`src/rtl/spi_slave.sv`:
```
// ---------------------------------------------------------------------------
// spi_slave
// SPI mode-0 peripheral on an 8-bit CPU register bus. An external master
// drives sclk/ss/mosi. The block synchronises those inputs into clk, shifts
// received bits into an RX register and returns the queued TX byte on miso.
//
// Ports
//   clk_i      system clock
//   reset_i    asynchronous, active-high reset
//   enable_i   bus access strobe, one clk per access
//   rnw_i      1 = read, 0 = write
//   addr_i     register select (0 data, 1 status/W1C, 2 irq mask)
//   din_i      write data
//   dout_o     registered read data (latency 1)
//   sclk_i     SPI clock from master, idles low
//   ss_i       slave select, active low
//   mosi_i     serial data from master
//   miso_o     serial data to master
//   miso_oe_o  high while selected
//   irq_o      level interrupt = |(status[3:0] & irq_mask)
// ---------------------------------------------------------------------------
module spi_slave #(
    parameter int         SYNC_STAGES = 2,
    parameter logic [7:0] FILL_BYTE   = 8'hFF
) (
    input  logic       clk_i,
    input  logic       reset_i,
    input  logic       enable_i,
    input  logic       rnw_i,
    input  logic [2:0] addr_i,
    input  logic [7:0] din_i,
    output logic [7:0] dout_o,
    input  logic       sclk_i,
    input  logic       ss_i,
    input  logic       mosi_i,
    output logic       miso_o,
    output logic       miso_oe_o,
    output logic       irq_o
);

    typedef enum logic {
        ST_IDLE   = 1'b0,
        ST_ACTIVE = 1'b1
    } state_t;

    // Synchroniser chains and previous-value flops for edge detection
    logic [SYNC_STAGES-1:0] sclk_sync_q;
    logic [SYNC_STAGES-1:0] ss_sync_q;
    logic [SYNC_STAGES-1:0] mosi_sync_q;
    logic                   sclk_prev_q;
    logic                   ss_prev_q;

    logic sclk_s;
    logic ss_s;
    logic mosi_s;
    logic sclk_rise_s;
    logic sclk_fall_s;
    logic ss_rise_s;
    logic ss_fall_s;

    // Architectural state
    state_t     state_q,    state_d;
    logic [7:0] shift_rx_q, shift_rx_d;
    logic [7:0] shift_tx_q, shift_tx_d;
    logic [7:0] rx_data_q,  rx_data_d;
    logic [7:0] tx_buf_q,   tx_buf_d;
    logic [2:0] bit_cnt_q,  bit_cnt_d;
    logic [3:0] irq_mask_q, irq_mask_d;
    logic       rx_full_q,  rx_full_d;
    logic       tx_valid_q, tx_valid_d;
    logic       overrun_q,  overrun_d;
    logic       underrun_q, underrun_d;
    logic       miso_q,     miso_d;
    logic       miso_oe_q,  miso_oe_d;
    logic [7:0] dout_q,     dout_d;
    logic       irq_q,      irq_d;

    // Bus decode and event strobes
    logic       rd_rx_s;
    logic       wr_tx_s;
    logic       wr_st_s;
    logic       wr_msk_s;
    logic       load_tx_s;
    logic       rx_set_s;
    logic       ovr_set_s;
    logic       und_set_s;
    logic [7:0] loaded_s;
    logic [7:0] status_s;
    logic [7:0] rx_byte_s;

    assign sclk_s      = sclk_sync_q[SYNC_STAGES-1];
    assign ss_s        = ss_sync_q[SYNC_STAGES-1];
    assign mosi_s      = mosi_sync_q[SYNC_STAGES-1];
    assign sclk_rise_s = sclk_s & ~sclk_prev_q;
    assign sclk_fall_s = ~sclk_s & sclk_prev_q;
    assign ss_rise_s   = ss_s & ~ss_prev_q;
    assign ss_fall_s   = ~ss_s & ss_prev_q;

    assign status_s  = {3'b000, (state_q == ST_ACTIVE), underrun_q, overrun_q,
                        ~tx_valid_q, rx_full_q};
    assign loaded_s  = tx_valid_q ? tx_buf_q : FILL_BYTE;
    assign rx_byte_s = {shift_rx_q[6:0], mosi_s};

    assign dout_o    = dout_q;
    assign miso_o    = miso_q;
    assign miso_oe_o = miso_oe_q;
    assign irq_o     = irq_q;

    // Input synchronisers. The ss chain resets low so that an ss already low
    // at reset release produces no falling edge: a fresh frame needs ss to
    // rise and fall again.
    always_ff @(posedge clk_i or posedge reset_i) begin
        if (reset_i) begin
            sclk_sync_q <= '0;
            ss_sync_q   <= '0;
            mosi_sync_q <= '0;
            sclk_prev_q <= 1'b0;
            ss_prev_q   <= 1'b0;
        end else begin
            sclk_sync_q <= {sclk_sync_q[SYNC_STAGES-2:0], sclk_i};
            ss_sync_q   <= {ss_sync_q[SYNC_STAGES-2:0], ss_i};
            mosi_sync_q <= {mosi_sync_q[SYNC_STAGES-2:0], mosi_i};
            sclk_prev_q <= sclk_s;
            ss_prev_q   <= ss_s;
        end
    end

    // Next-state logic: frame FSM, shifters, flags, bus registers, outputs
    always_comb begin
        state_d    = state_q;
        shift_rx_d = shift_rx_q;
        shift_tx_d = shift_tx_q;
        rx_data_d  = rx_data_q;
        tx_buf_d   = tx_buf_q;
        bit_cnt_d  = bit_cnt_q;
        irq_mask_d = irq_mask_q;
        rx_full_d  = rx_full_q;
        tx_valid_d = tx_valid_q;
        overrun_d  = overrun_q;
        underrun_d = underrun_q;
        miso_d     = miso_q;
        miso_oe_d  = miso_oe_q;
        dout_d     = 8'h00;
        load_tx_s  = 1'b0;
        rx_set_s   = 1'b0;

        rd_rx_s  = enable_i & rnw_i  & (addr_i == 3'd0);
        wr_tx_s  = enable_i & ~rnw_i & (addr_i == 3'd0);
        wr_st_s  = enable_i & ~rnw_i & (addr_i == 3'd1);
        wr_msk_s = enable_i & ~rnw_i & (addr_i == 3'd2);

        case (state_q)
            ST_IDLE: begin
                if (ss_fall_s) begin
                    state_d   = ST_ACTIVE;
                    load_tx_s = 1'b1;
                    bit_cnt_d = 3'd0;
                    miso_oe_d = 1'b1;
                end else begin
                    state_d = ST_IDLE;
                end
            end
            ST_ACTIVE: begin
                if (ss_rise_s) begin
                    // Deselect discards any partial byte; rx_full untouched.
                    state_d   = ST_IDLE;
                    bit_cnt_d = 3'd0;
                    miso_d    = 1'b1;
                    miso_oe_d = 1'b0;
                end else if (sclk_rise_s) begin
                    shift_rx_d = rx_byte_s;
                    bit_cnt_d  = bit_cnt_q + 3'd1;
                    if (bit_cnt_q == 3'd7) begin
                        rx_data_d = rx_byte_s;
                        rx_set_s  = 1'b1;
                    end else begin
                        rx_set_s  = 1'b0;
                    end
                end else if (sclk_fall_s) begin
                    // bit_cnt has wrapped to 0 after the 8th rise: byte boundary.
                    if (bit_cnt_q == 3'd0) begin
                        load_tx_s = 1'b1;
                    end else begin
                        shift_tx_d = {shift_tx_q[6:0], 1'b0};
                        miso_d     = shift_tx_q[6];
                    end
                end else begin
                    state_d = ST_ACTIVE;
                end
            end
            default: begin
                state_d = ST_IDLE;
            end
        endcase

        // TX load samples pre-write tx_buf/tx_valid; a same-cycle a0 write
        // below re-queues and so survives for the next byte.
        und_set_s = load_tx_s & ~tx_valid_q;
        if (load_tx_s) begin
            shift_tx_d = loaded_s;
            tx_valid_d = 1'b0;
            miso_d     = loaded_s[7];
        end else begin
            tx_valid_d = tx_valid_q;
        end

        if (wr_tx_s) begin
            tx_buf_d   = din_i;
            tx_valid_d = 1'b1;
        end else begin
            tx_buf_d = tx_buf_q;
        end

        // Overrun only if the old byte was not consumed in this same clk.
        ovr_set_s = rx_set_s & rx_full_q & ~rd_rx_s;

        // Clears first, sets last: a same-cycle set always wins.
        rx_full_d  = (rd_rx_s  ? 1'b0 : rx_full_q)  | rx_set_s;
        overrun_d  = ((wr_st_s & din_i[1]) ? 1'b0 : overrun_q)  | ovr_set_s;
        underrun_d = ((wr_st_s & din_i[2]) ? 1'b0 : underrun_q) | und_set_s;

        irq_mask_d = wr_msk_s ? din_i[3:0] : irq_mask_q;

        case (addr_i)
            3'd0:    dout_d = rx_data_q;
            3'd1:    dout_d = status_s;
            3'd2:    dout_d = {4'h0, irq_mask_q};
            default: dout_d = 8'h00;
        endcase

        // Built from next-state flags so irq tracks the flags without lag.
        irq_d = |({underrun_d, overrun_d, ~tx_valid_d, rx_full_d} & irq_mask_d);
    end

    // State and output registers
    always_ff @(posedge clk_i or posedge reset_i) begin
        if (reset_i) begin
            state_q    <= ST_IDLE;
            shift_rx_q <= 8'h00;
            shift_tx_q <= 8'h00;
            rx_data_q  <= 8'h00;
            tx_buf_q   <= 8'h00;
            bit_cnt_q  <= 3'd0;
            irq_mask_q <= 4'h0;
            rx_full_q  <= 1'b0;
            tx_valid_q <= 1'b0;
            overrun_q  <= 1'b0;
            underrun_q <= 1'b0;
            miso_q     <= 1'b1;
            miso_oe_q  <= 1'b0;
            dout_q     <= 8'h00;
            irq_q      <= 1'b0;
        end else begin
            state_q    <= state_d;
            shift_rx_q <= shift_rx_d;
            shift_tx_q <= shift_tx_d;
            rx_data_q  <= rx_data_d;
            tx_buf_q   <= tx_buf_d;
            bit_cnt_q  <= bit_cnt_d;
            irq_mask_q <= irq_mask_d;
            rx_full_q  <= rx_full_d;
            tx_valid_q <= tx_valid_d;
            overrun_q  <= overrun_d;
            underrun_q <= underrun_d;
            miso_q     <= miso_d;
            miso_oe_q  <= miso_oe_d;
            dout_q     <= dout_d;
            irq_q      <= irq_d;
        end
    end

endmodule

```
`config.mk`:
```
export PLATFORM = sky130hd
export DESIGN_NAME = spi_slave
export DESIGN_NICKNAME = d
export VERILOG_FILES = /design/src/rtl/spi_slave.sv
export SDC_FILE = /design/constraint.sdc
export NUM_CORES = 1
export LEC_CHECK = 0
export CAP_MARGIN = 30
export CORE_MARGIN = 8
export CORE_UTILIZATION = 50
export CTS_CLUSTER_DIAMETER = 100
export DETAILED_ROUTE_END_ITERATION = 12
export PLACE_DENSITY = 0.8
export SLEW_MARGIN = 20
export SYNTH_ARGS = -nofsm -noshare
export SYNTH_HDL_FRONTEND = slang
export SYNTH_SLANG_ARGS = --single-unit
```
`constraint.sdc`:
```
create_clock -name clk_i -period 2 [get_ports clk_i]
set_input_delay 0.4 -clock clk_i [delete_from_list [all_inputs] [get_ports clk_i]]
set_output_delay 0.4 -clock clk_i [all_outputs]
set_load 0.02 [all_outputs]
```
==> flow_summary.ini <==
[run_status]
run_status = finished, final reports clean

[route]
wl_per_cell_um = 14.4
vias_per_cell = 5.26
wl_mm = 5.01
drt_iter0_drc = 145
drc = 0
vias = 1830
ant_nets = 0
dr.pass1.iters = 4

[sta]
max_slew_margin = 0.703
grt_setup_unrepaired = false
finalSetupViolations = 0
min_period_ns = 1.90
hold_viol_final = 0
max_freq_ghz = 0.528
finClkSkew_ns = 0.00642
report.final.slew_viol_count = 0
worst_pin_slew_ns = 0.445
min_period_over_period = 0.948

[critical_path]
path_delay_family = buffers and inverters
worst-path-buf-inv = 1
slowest_stage = clkdlybuf4s50_1
path_max_fanout = 4
path_cells = clkdlybuf4s50_1
max_stage_delay_ns = 0.61
arrival_ns = 1.50
r2r_cells = 8
crit_type = register to primary output
startpoint_type = register
required_ns = 1.60
end_kind = primary output
cp_num_cells = 1

[hold_path]
min_delay_path_depth = 0
min_path_type = register to register

[clock_tree]
post_cts_buffers = 0
numClockSinks = 61
clockBufferDepth = 2
clkLatencyLatePin_ns = 0.33
cts_hold_buf = 0
clk_pin_slew_ns = 0.06
cts-root-buf = clkbuf_8
cts_tree = done
cts_resized = 0
cts.htree.levels = 3
numCtsBuffers = 9

[logic_synthesis]
synth-xor-area-share = 0
synth_warnings = 0
synth_ff_type = dfrtp_1
synth_compound_area_frac = 0.0939
syn-cell-area_sq_um = 2560
synth_top_family_by_area = simple AND/OR/NAND/NOR gates
synthMuxAreaShare = 0.111
synth_cell_types = 46
synth_top_area_share = 0.587
synth_fp_nets = 243
syn_area_per_cell_sq_um = 11.5
synth_area_leaders = dfrtp_1 59%, nand2_1 5.0%, mux2_2 4.4%, mux2_1 3.5%, nor2_1 2.3%
synthCells = 222
synthSimpleGateAreaFrac = 0.153
yosysTopAreaCell = dfrtp_1
synthAdderAreaFrac = 0.0147
synth-edff-count = 0
ys_seq_elements = 61
ys_seq_area_frac = 0.597
synthArstFlopShare = 1.00

[finish]
final_area_sq_um = 3240
nFillCells = 398
layout_commonest_cell = dfrtp_1
layout-drive-gt1-share = 0.205
area_delta_synth_final_pct = 26.5
layout_common_cells = 60 x dfrtp_1, 34 x nand2_1, 28 x clkdlybuf4s50_1, 20 x buf_4, 16 x nor2_1
nNetsFinal = 295
diodes = 0

[placement]
placed_area_sq_um = 3060
io_buffer_count = 28
place.gp.congestion = 0.797
hpwl_mm = 3.69

[global_route]
grt_start_max_net_pins = 32
grt_pass1_wl_mm = 8.54
grt_pass1_vias = 1875
track_usage = 0.146
antenna_found_initial = 0
overflow = 0

[pwr]
finalPower_w = 0.00309
vdd_ir_drop_max_uv = 519
powerDensity_nw_per_um2 = 956
p_leak_nw = 1.54

[floorplanning]
dieHeight_um = 87.5
io_pins = 29
start_util = 0.511
dieWidth_um = 87.5
dieArea_sq_um = 7660
rows = 26
core_sq_um = 5010

[run]
drv_cap = 0
[through the flow]
| stage | util | setup TNS (ns) | instances | setup WS (ns) | hold slack, ns |
|---|---|---|---|---|---|
| global route | 0.646 | 0 | 348 | 0.00153 | 0.354 |
| global placement | 0.610 | -0.123 | 333 | -0.120 | 0.333 |
| finish | 0.646 | 0 | 348 | 0.105 | 0.347 |
| detailed placement | 0.610 | -0.260 | 333 | -0.145 | 0.336 |
| floorplan | - | 0 | 222 | 0.0886 | 0.331 |
| CTS | 0.645 | 0 | 348 | 0.0780 | 0.350 |
[layout make-up]
cell class	count	area [sq um]	area share
sequential	61	1530	0.472
multi-input combinational	143	955	0.295
timing repair buffer	49	450	0.139
clock buffer	14	173	0.0534
tap	70	87.6	0.0271
inverter	10	37.5	0.0116
clock inverter	1	5.00	0.00155
[cell families (layout without fill, tap and decap cells)]
logic type	after synthesis	in the layout
AOI/OAI and AO/OA	37	37
adders and majority gates	3	3
muxes	25	25
DFF	61	61
and+or+nand+nor	78	78
buffers and inverters	18	74
[metal layers]
| metal | global-route usage | wire length [um] |
|---|---|---|
| met2 | 0.228 | 2430 |
| met1 | 0.174 | 2190 |
| met4 | 0.0922 | 87 |
| met5 | 0 | 0 |
| met3 | 0.0413 | 303 |
[cells in the mapped netlist (2+ instances only)]
| master | instances |
|---|---|
| mux2i_1 | 5 |
| ha_1 | 3 |
| a22o_1 | 2 |
| nor2_1 | 16 |
| nor3_1 | 7 |
| nor2b_1 | 4 |
| inv_1 | 8 |
| o21ai_0 | 2 |
| nand2_1 | 34 |
| o21ai_1 | 10 |
| and2_1 | 3 |
| mux2_4 | 2 |
| mux2_1 | 8 |
| a21oi_1 | 10 |
| dfrtp_1 | 60 |
| mux2_2 | 10 |
| o311ai_1 | 2 |
| buf_2 | 6 |
| nand4b_1 | 2 |
| clkinv_1 | 2 |
[final timing paths]
kind                                startpoint        endpoint  slack, ns
worst max register to register    bit_cnt_q[0]   shift_tx_q[3]       0.16
worst min register to register  mosi_sync_q[0]  mosi_sync_q[1]       0.35
worst max-delay path                    miso_o          miso_o       0.10
max in group asynchronous              reset_i   irq_mask_q[0]       1.10
worst min-delay path            mosi_sync_q[0]  mosi_sync_q[1]       0.35
min in group asynchronous              reset_i   shift_rx_q[5]       0.39
[report_power, final]
part | total (W) | internal (W) | leakage, nW | switching (W)
Clock | 0.000979 | 0.000543 | 0.0926 | 0.000436
Combinational | 0.000544 | 0.000269 | 0.679 | 0.000275
Sequential | 0.00157 | 0.00144 | 0.773 | 0.000133
Total | 0.00309 | 0.00225 | 1.54 | 0.000843
[registers in the layout, indices dropped and copies added (netlist names)]
signal	count
rx_full_q	1
bit_cnt_q	3
irq_o	1
mosi_sync_q	2
state_q	1
underrun_q	1
ss_prev_q	1
miso_o	1
overrun_q	1
sclk_prev_q	1
miso_oe_o	1
ss_sync_q	2
shift_tx_q	7
sclk_sync_q	2
irq_mask_q	4
shift_rx_q	7
dout_o	8
tx_buf_q	8
tx_valid_q	1
rx_data_q	8
(Power assumes the default switching activity.)
